==> config.mk <==
export PLATFORM = sky130hd
export DESIGN_NAME = laser_cover_check
export DESIGN_NICKNAME = d
export VERILOG_FILES = /design/src/rtl/laser_pkg.sv /design/src/rtl/laser_dist_chk.sv /design/src/rtl/laser_cover_check.sv
export SDC_FILE = /design/constraint.sdc
export NUM_CORES = 1
export LEC_CHECK = 0
export ABC_CLOCK_PERIOD_IN_PS = 8560
export CAP_MARGIN = 15
export CORE_MARGIN = 2
export CORE_UTILIZATION = 45
export DETAILED_ROUTE_END_ITERATION = 10
export DONT_BUFFER_PORTS = 1
export PLACE_DENSITY = 0.64
export SLEW_MARGIN = 5
export SYNTH_ARGS = -nofsm -noshare
export SYNTH_HDL_FRONTEND = slang
export SYNTH_HIERARCHICAL = 1
export SYNTH_SLANG_ARGS = --single-unit
==> constraint.sdc <==
create_clock -name CLK -period 8.56 [get_ports CLK]
set_input_delay 1.284 -clock CLK [delete_from_list [all_inputs] [get_ports CLK]]
set_output_delay 1.284 -clock CLK [all_outputs]
set_load 0.1 [all_outputs]
==> src/rtl/laser_pkg.sv <==
// laser_pkg
// Shared constants, state encoding, point record and the absolute-difference
// helper used by the laser coverage checker.
package laser_pkg;

    localparam int NPTS      = 40;         // points per pattern
    localparam int CW        = 4;          // coordinate width (grid 0..15)
    localparam int RADIUS_SQ = 16;         // squared coverage radius (inclusive)
    localparam int IDX_W     = 6;          // enough to index NPTS entries
    localparam int CNT_W     = 6;          // enough to hold a count of NPTS
    localparam int DIST_W    = 2 * CW + 1; // holds dx*dx+dy*dy (max 450)

    localparam logic [IDX_W-1:0] LAST_IDX = IDX_W'(NPTS - 1);

    typedef enum logic [1:0] {
        LOAD   = 2'd0,
        WAIT   = 2'd1,
        CHECK  = 2'd2,
        REPORT = 2'd3
    } state_e;

    typedef struct packed {
        logic [CW-1:0] x;
        logic [CW-1:0] y;
    } point_t;

    // |a - b| without a sign bit; saturates naturally at 2**CW-1.
    function automatic logic [CW-1:0] abs_diff(input logic [CW-1:0] a,
                                               input logic [CW-1:0] b);
        logic [CW-1:0] r;
        if (a >= b) begin
            r = a - b;
        end else begin
            r = b - a;
        end
        return r;
    endfunction

endpackage

==> src/rtl/laser_dist_chk.sv <==
// laser_dist_chk
// Combinational coverage test of one point against one circle centre.
// Ports:
//   px, py    : point coordinates
//   cx, cy    : circle centre coordinates
//   in_range  : 1 when dx*dx + dy*dy <= RADIUS_SQ (boundary is covered)
module laser_dist_chk
    import laser_pkg::*;
(
    input  logic [CW-1:0] px,
    input  logic [CW-1:0] py,
    input  logic [CW-1:0] cx,
    input  logic [CW-1:0] cy,
    output logic          in_range
);

    logic [CW-1:0]     dx_s;
    logic [CW-1:0]     dy_s;
    logic [DIST_W-1:0] dx_w_s;
    logic [DIST_W-1:0] dy_w_s;
    logic [DIST_W-1:0] dist_sq_s;

    // Squared Euclidean distance, widened before multiplying so nothing overflows.
    always_comb begin
        dx_s      = abs_diff(px, cx);
        dy_s      = abs_diff(py, cy);
        dx_w_s    = DIST_W'(dx_s);
        dy_w_s    = DIST_W'(dy_s);
        dist_sq_s = (dx_w_s * dx_w_s) + (dy_w_s * dy_w_s);
        in_range  = (dist_sq_s <= DIST_W'(RADIUS_SQ));
    end

endmodule

==> src/rtl/laser_cover_check.sv <==
// laser_cover_check
// Captures a NPTS-point pattern, waits for the placement engine's DONE pulse,
// then walks the stored points one per cycle counting coverage by C1, C2 and
// their union, and reports the counts with a one-cycle OUT_VALID pulse.
// Ports:
//   CLK, RST_N                : clock, synchronous active-low reset
//   IN_VALID, X, Y            : point stream
//   DONE_IN, C1X/C1Y/C2X/C2Y  : engine done pulse and circle centres
//   BUSY                      : high while waiting for DONE or checking
//   OUT_VALID                 : one-cycle pulse, counts valid
//   COVER_CNT, C1_CNT, C2_CNT : union / C1 / C2 coverage counts (held)
//   PROTO_ERR                 : sticky, DONE_IN seen while still loading
module laser_cover_check
    import laser_pkg::*;
(
    input  logic          CLK,
    input  logic          RST_N,
    input  logic          IN_VALID,
    input  logic [CW-1:0] X,
    input  logic [CW-1:0] Y,
    input  logic          DONE_IN,
    input  logic [CW-1:0] C1X,
    input  logic [CW-1:0] C1Y,
    input  logic [CW-1:0] C2X,
    input  logic [CW-1:0] C2Y,
    output logic          BUSY,
    output logic          OUT_VALID,
    output logic [5:0]    COVER_CNT,
    output logic [5:0]    C1_CNT,
    output logic [5:0]    C2_CNT,
    output logic          PROTO_ERR
);

    state_e             state_q,     state_d;
    logic [IDX_W-1:0]   idx_q,       idx_d;
    point_t             mem_q [NPTS];
    point_t             mem_d [NPTS];
    point_t             c1_q,        c1_d;
    point_t             c2_q,        c2_d;
    logic [CNT_W-1:0]   c1_acc_q,    c1_acc_d;
    logic [CNT_W-1:0]   c2_acc_q,    c2_acc_d;
    logic [CNT_W-1:0]   cov_acc_q,   cov_acc_d;
    logic               busy_q,      busy_d;
    logic               out_valid_q, out_valid_d;
    logic [CNT_W-1:0]   cover_cnt_q, cover_cnt_d;
    logic [CNT_W-1:0]   c1_cnt_q,    c1_cnt_d;
    logic [CNT_W-1:0]   c2_cnt_q,    c2_cnt_d;
    logic               proto_err_q, proto_err_d;

    point_t             cur_pt_s;
    logic               in1_s;
    logic               in2_s;

    // Point under test during CHECK.
    always_comb begin
        cur_pt_s = mem_q[idx_q];
    end

    laser_dist_chk u_chk_c1 (
        .px       (cur_pt_s.x),
        .py       (cur_pt_s.y),
        .cx       (c1_q.x),
        .cy       (c1_q.y),
        .in_range (in1_s)
    );

    laser_dist_chk u_chk_c2 (
        .px       (cur_pt_s.x),
        .py       (cur_pt_s.y),
        .cx       (c2_q.x),
        .cy       (c2_q.y),
        .in_range (in2_s)
    );

    // Next-state, datapath and registered-output logic.
    always_comb begin
        state_d     = state_q;
        idx_d       = idx_q;
        mem_d       = mem_q;
        c1_d        = c1_q;
        c2_d        = c2_q;
        c1_acc_d    = c1_acc_q;
        c2_acc_d    = c2_acc_q;
        cov_acc_d   = cov_acc_q;
        out_valid_d = 1'b0;
        cover_cnt_d = cover_cnt_q;
        c1_cnt_d    = c1_cnt_q;
        c2_cnt_d    = c2_cnt_q;
        proto_err_d = proto_err_q;

        case (state_q)
            LOAD: begin
                if (IN_VALID) begin
                    mem_d[idx_q] = '{x: X, y: Y};
                    if (idx_q == LAST_IDX) begin
                        idx_d   = '0;
                        state_d = WAIT;
                    end else begin
                        idx_d   = idx_q + IDX_W'(1);
                    end
                end else begin
                    idx_d = idx_q;
                end
                // The engine must not finish before the pattern is complete.
                if (DONE_IN) begin
                    proto_err_d = 1'b1;
                end else begin
                    proto_err_d = proto_err_q;
                end
            end
            WAIT: begin
                if (DONE_IN) begin
                    c1_d      = '{x: C1X, y: C1Y};
                    c2_d      = '{x: C2X, y: C2Y};
                    c1_acc_d  = '0;
                    c2_acc_d  = '0;
                    cov_acc_d = '0;
                    idx_d     = '0;
                    state_d   = CHECK;
                end else begin
                    state_d   = WAIT;
                end
            end
            CHECK: begin
                c1_acc_d  = c1_acc_q  + {{(CNT_W-1){1'b0}}, in1_s};
                c2_acc_d  = c2_acc_q  + {{(CNT_W-1){1'b0}}, in2_s};
                cov_acc_d = cov_acc_q + {{(CNT_W-1){1'b0}}, (in1_s | in2_s)};
                if (idx_q == LAST_IDX) begin
                    idx_d   = '0;
                    state_d = REPORT;
                end else begin
                    idx_d   = idx_q + IDX_W'(1);
                end
            end
            REPORT: begin
                // Counts become visible together with OUT_VALID on the next edge.
                cover_cnt_d = cov_acc_q;
                c1_cnt_d    = c1_acc_q;
                c2_cnt_d    = c2_acc_q;
                out_valid_d = 1'b1;
                idx_d       = '0;
                state_d     = LOAD;
            end
            default: begin
                idx_d   = '0;
                state_d = LOAD;
            end
        endcase

        busy_d = (state_d == WAIT) || (state_d == CHECK);
    end

    // State, memory and output registers with synchronous active-low reset.
    always_ff @(posedge CLK) begin
        if (!RST_N) begin
            state_q     <= LOAD;
            idx_q       <= '0;
            mem_q       <= '{default: '0};
            c1_q        <= '0;
            c2_q        <= '0;
            c1_acc_q    <= '0;
            c2_acc_q    <= '0;
            cov_acc_q   <= '0;
            busy_q      <= 1'b0;
            out_valid_q <= 1'b0;
            cover_cnt_q <= '0;
            c1_cnt_q    <= '0;
            c2_cnt_q    <= '0;
            proto_err_q <= 1'b0;
        end else begin
            state_q     <= state_d;
            idx_q       <= idx_d;
            mem_q       <= mem_d;
            c1_q        <= c1_d;
            c2_q        <= c2_d;
            c1_acc_q    <= c1_acc_d;
            c2_acc_q    <= c2_acc_d;
            cov_acc_q   <= cov_acc_d;
            busy_q      <= busy_d;
            out_valid_q <= out_valid_d;
            cover_cnt_q <= cover_cnt_d;
            c1_cnt_q    <= c1_cnt_d;
            c2_cnt_q    <= c2_cnt_d;
            proto_err_q <= proto_err_d;
        end
    end

    assign BUSY      = busy_q;
    assign OUT_VALID = out_valid_q;
    assign COVER_CNT = cover_cnt_q;
    assign C1_CNT    = c1_cnt_q;
    assign C2_CNT    = c2_cnt_q;
    assign PROTO_ERR = proto_err_q;

endmodule
==> results of run 1 <==
==> routing by layer <==
layer / vias up / wire length [um]
li1: 8227 / -
met2: 770 / 28900
met4: 0 / 2590
met5: - / 0
met1: 8749 / 26300
met3: 170 / 4660
==> final timing paths <==
path / startpoint / end / slack (ns)
setup / recovery: idx_q[0] / c2_acc_q[4] / 0.26
hold / removal: mem_q[275] / mem_q[275] / 0.45
setup reg to reg: idx_q[0] / c2_acc_q[4] / 0.26
hold reg to reg: mem_q[275] / mem_q[275] / 0.45
==> cells in the mapped netlist, types with 12 or more instances <==
cell / instances
a21boi_0: 319
a21boi_1: 44
a21oi_1: 28
a221oi_1: 19
a22oi_1: 23
and2_1: 14
buf_2: 39
clkbuf_1: 143
dfxtp_1: 383
fa_1: 30
ha_1: 69
inv_1: 76
mux2_2: 22
mux2i_1: 37
mux4_2: 47
nand2_1: 468
nand3_1: 348
nor2_1: 49
nor2b_1: 15
o211ai_1: 12
o21ai_0: 31
==> state kept, by name, summed over array words and instances (netlist names) <==
signal and cells:
cov_acc_q 6, mem_q 320, idx_q 6, OUT_VALID 1, c1_acc_q 6, c2_acc_q 6
BUSY 1, C1_CNT 6, c1_q 8, c2_q 8, COVER_CNT 6, PROTO_ERR 1
state_q 2, C2_CNT 6
==> cells by family after synthesis <==
logic type,after synthesis,share of synthesized area [%]
mux,107,8.26
flops,383,37.4
compound gates,549,19.8
xor+xnor,10,0.428
fa+ha+maj,99,7.15
simple gates,963,21.4
buf+inv,278,5.63
==> power groups by stage <==
stage,clock [uW],combinational (uW),sequential (uW)
global placement,0,583,1840
finish,1850,642,1800
global route,1960,704,1800
CTS,1880,601,1800
detailed placement,0,594,1850
floorplan,0,460,1830
==> area by class of cell <==
type	count	area [sq um]
inverter	77	289
fill	4268	22400
sequential	383	7680
multi-input combinational	1728	11800
timing repair buffer	97	843
clock buffer	65	1270
tap	600	751
clock inverter	8	130
==> what timing repair did <==
item                                    CTS  global route
hold buffers                              0             0
setup buffers                             1            17
cloned                                    0             1
resized for setup                         0            34
endpoints found under the setup margin    1            13
pin swaps                                 0            17
==> worst max-delay path: cells and delay by family, from the launching register on <==
kind,cells,cell delay [ns]
buffers and inverters,7,0.77
muxes,2,0.73
and+or+nand+nor,5,1.27
AOI/OAI and AO/OA,8,1.69
adders and majority gates,10,3.35
DFF,1,0.41
==> through the flow <==
stage / instance area [sq um] / total power (uW) / hold WS [ns] / setup slack [ns] / utilization (%)
2_1_floorplan: 20500 / 2290 / 0.432 / 0.666 / -
3_3_place_gp: 21100 / 2430 / 0.438 / 0.186 / 46.6
3_5_place_dp: 21100 / 2440 / 0.445 / 0.0232 / 46.6
4_1_cts: 22500 / 4290 / 0.454 / 0.00219 / 49.8
5_1_grt: 22800 / 4460 / 0.476 / -0.0545 / 50.4
6_report: 22800 / 4300 / 0.451 / 0.259 / 50.4
==> metrics.txt, run 1 <==
YS warnings 6; drt total wl 62500 um; area growth from synthesis to layout 11.1%; number of remaining DRC errors 0; Period Utilization, post-route 97.0%; Worst VDD drop 0.000141 V; DR iter-0 viols 1832; antenna-violating nets left 0; critical setup path kind flip-flop to flip-flop; min cycle time layout 8.30 ns; total gr overflow 0; Die H 217 um; Cells after Synth 2389; crit start category flip-flop; Crit. End Element flip-flop; total negative setup slack 0 ns; most frequent cells in the layout 467 x nand2_1, 380 x dfxtp_1, 348 x nand3_1, 318 x a21boi_0, 87 x buf_4; Main synth FF type dfxtp_1; Post-synth EDFFs 0; GR Layer Usage met1 34.4%; P per Cell Area 189 nW/um^2; # rows 78; mean area per synthesized cell 8.58 sq um; number of buffers created by CTS 43; Synth top area share 37.4%; Antenna Cells 0; Seq pwr share 41.9%; commonest non-fill, non-tap cell in the layout nand2_1; Clock Skew 0.0218 ns; Critical Path AT 8.80 ns; met3 Usage GRT 4.30%; full die area 47200 sq um; Combinational Power Share 14.9%; main area contributors after synthesis dfxtp_1 37%, a21boi_0 12%, nand2_1 8.6%, nand3_1 8.5%, mux4_2 5.2%; clock network power share 43.2%; sequential area share after synthesis 37.4%; layout cell share with drive strength beyond 1 12.0%; global-route wire length before repair 98200 um; routed len/inst 21.1 um; Die X-Extent 217 um; slew margin rel. 34.0%; largest net degree at the start of global routing 381; slowest stage delay, CP 0.57 ns; Placer Congestion 0.904; IO buf count 0; antenna violations before repair 0; Clk pin slew, worst setup/hold paths 0.06 ns; Final Max Tran Viols 0; maximum capacitance violations 0; status completed; Final Hold Viols 0; via density per instance 6.06; Ports 49; Crit Path Max Fanout 5; Worst Hold Depth 2; grt met2 use 42.2%; total leakage power 0.00775 uW; clk_lat worst skew 0.59 ns; Sink Count 383; most area-hungry cell type in the Yosys netlist dfxtp_1; number of global-route vias before repair 17600; Max Freq 0.120 GHz; gr usage total 26.2%; Cell Int Power 3170 uW; Clock Path Buffers 3; final setup violation count 0; Final #Nets 2457; Placed Cells 2866; post-synth net total 2516; Initial Util 45.3%; global route hottest layer met2; core area 45200 sq um; FF+latch count, synth 383; library cells used by synthesis 76; CP Data Required Time 9.06 ns; Hold Crit Class flip-flop to flip-flop; htree depth 2; fin cells 2958; FFs w/ async S/R, synth 0%; Least-Margin Pin Slew 0.989 ns; Slowest cell on crit path fa_1; CTS tree built; Mapped Area 20500 sq um; Sw Pwr 1130 uW; drt first pass iters 6; Sw Share 26.3%; dpl hpwl 38900 um; R2R depth 32; CTS root buf clkbuf_16; via count 17900
Note: power is estimated with default switching activity, not from simulation.
==> run 2, diff against run 1 <==
- PLACE_DENSITY: 0.64 -> 0.57
==> metrics.txt, run 2 (synthesis gave the netlist of run 1 again) <==
Period Utilization, post-route 95.6% (-1.4 points); Critical Path AT 8.67 ns (-0.13 ns); Hold Crit Class flip-flop to flip-flop; slew margin rel. 33.0% (-0.95 points); Die H 217 um (unchanged); core area 45200 sq um (unchanged); Top Registers mem_q: 320 flops, c1_q: 8 flops, c2_q: 8 flops; DR iter-0 viols 1572 (-14%); status completed; largest net degree at the start of global routing 381 (unchanged); Post-Place Cell Area 21000 sq um (-0.26%); PnR worst setup slack 0.380 ns (+0.122 ns); crit start category flip-flop; Placer Congestion 0.900 (-0.53%); CTS root buf clkbuf_16; total leakage power 0.00774 uW (-0.22%); Worst VDD drop 0.000144 V (+2.7%); final core utilization 50.3% (about the same); total gr overflow 0 (unchanged); Largest register FFs 320 (unchanged); Clock Skew 0.0233 ns (+0.00149 ns); drt first pass iters 6 (unchanged); gr usage total 26.6% (+0.46 points); most frequent cells in the layout 467 x nand2_1, 380 x dfxtp_1, 348 x nand3_1, 318 x a21boi_0, 82 x buf_4; CTS tree built; full die area 47200 sq um (unchanged); Die X-Extent 217 um (unchanged); Crit. End Element flip-flop; most frequent CP cell fa_1; Clk pin slew, worst setup/hold paths 0.06 ns (about the same); drt total wl 63300 um (+1.3%); number of buffers created by CTS 44 (+2.3%); CP Data Required Time 9.05 ns (about the same); post-route cell area 22700 sq um (about the same); antenna-violating nets left 0 (unchanged); Sink Count 383 (unchanged); IO buf count 0 (unchanged); clk_lat worst skew 0.58 ns (about the same); Hold Worst Slack 0.453 ns (+0.00117 ns); Final #Nets 2453 (-0.16%); commonest non-fill, non-tap cell in the layout nand2_1; Final Max Tran Viols 0 (unchanged); Least-Margin Pin Slew 1.00 ns (+0.0156 ns); Final Hold Viols 0 (unchanged); slowest stage delay, CP 0.55 ns (-0.02 ns); via count 17600 (-1.9%); number of global-route vias before repair 16800 (-4.6%); Ports 49 (unchanged); P per Cell Area 190 nW/um^2 (+0.49%); final setup violation count 0 (unchanged); critical setup path kind flip-flop to flip-flop; WL met3 4080 um (-12%); routed len/inst 21.4 um (+1.3%); most flop-heavy register mem_q; met2 routed WL 30000 um (+3.5%); area growth from synthesis to layout 11.0% (about the same); maximum capacitance violations 0 (unchanged); htree depth 2 (unchanged); Slowest cell on crit path fa_1; number of remaining DRC errors 0 (unchanged); highest routed metal layer met4; antenna violations before repair 0 (unchanged); Clock Path Buffers 3 (unchanged); Antenna Cells 0 (unchanged); # rows 78 (unchanged); global-route wire length before repair 98800 um (+0.61%); Crit Path Max Fanout 8 (+3); DRT met1 WL 27400 um (+4.3%); layout cell share with drive strength beyond 1 12.3% (+0.25 points); Initial Util 45.3% (unchanged); via density per instance 5.94 (-1.9%); dpl hpwl 39100 um (+0.61%); Max Freq 0.122 GHz (+1.5%); min cycle time layout 8.18 ns (-0.122 ns); Worst Setup Slack post-DPL -0.0317 ns (-0.0549 ns)
-- run 2: area by class of cell --
type / instances / area [sq um]
clock buffer: 61 / 1250
clock inverter: 17 / 158
fill: 4349 / 22500
inverter: 77 / 289
multi-input combinational: 1728 / 11800
sequential: 383 / 7680
tap: 600 / 751
timing repair buffer: 92 / 785
-- run 2: worst paths after layout --
check / from / endpoint / slack (ns) / cells past startpoint
min: mem_q[281] / mem_q[281] / 0.45 / 2
min reg2reg: mem_q[281] / mem_q[281] / 0.45 / 2
max reg2reg: idx_q[0] / c2_acc_q[4] / 0.38 / 32
max: idx_q[0] / c2_acc_q[4] / 0.38 / 32
-- run 2: what timing repair did --
item | CTS | global route
buffers inserted | 5 | 18
endpoints found under the setup margin | 2 | 12
hold buffers | 0 | 0
endpoints found under the hold margin | 0 | 0
pin swaps | 0 | 8
gates resized for setup | 1 | 36
-- run 2: power breakdown --
| part | leakage, uW | switching, uW | internal, uW |
|---|---|---|---|
| sequential | 0.00309 | 11.9 | 1790 |
| combinational | 0.00395 | 344 | 297 |
| clock | 0.000696 | 788 | 1080 |
| total | 0.00774 | 1140 | 3170 |
-- run 2: routing by layer --
layer	GRT usage, %	vias up
met1	36.0	8632
met2	44.4	606
li1	-	8221
met3	3.37	118
met4	8.33	0
met5	0	-
-- run 2: through the flow --
stage          std cells  power [uW]  TNS (ns)
4_1_cts             2940        4310         0
3_3_place_gp        2857        2440         0
6_report            2958        4310         0
5_1_grt             2958        4480   -0.0108
3_5_place_dp        2857        2440   -0.0614
2_1_floorplan       2389        2290         0
-- run 2: worst max-delay path, delay by kind of cell (launching register included) --
| kind | cells | cell delay (ns) |
|---|---|---|
| AOI/OAI and AO/OA | 7 | 1.64 |
| adders and majority gates | 10 | 3.31 |
| buffers and inverters | 6 | 0.59 |
| DFF | 1 | 0.48 |
| muxes | 3 | 1.10 |
| and+or+nand+nor | 6 | 0.96 |
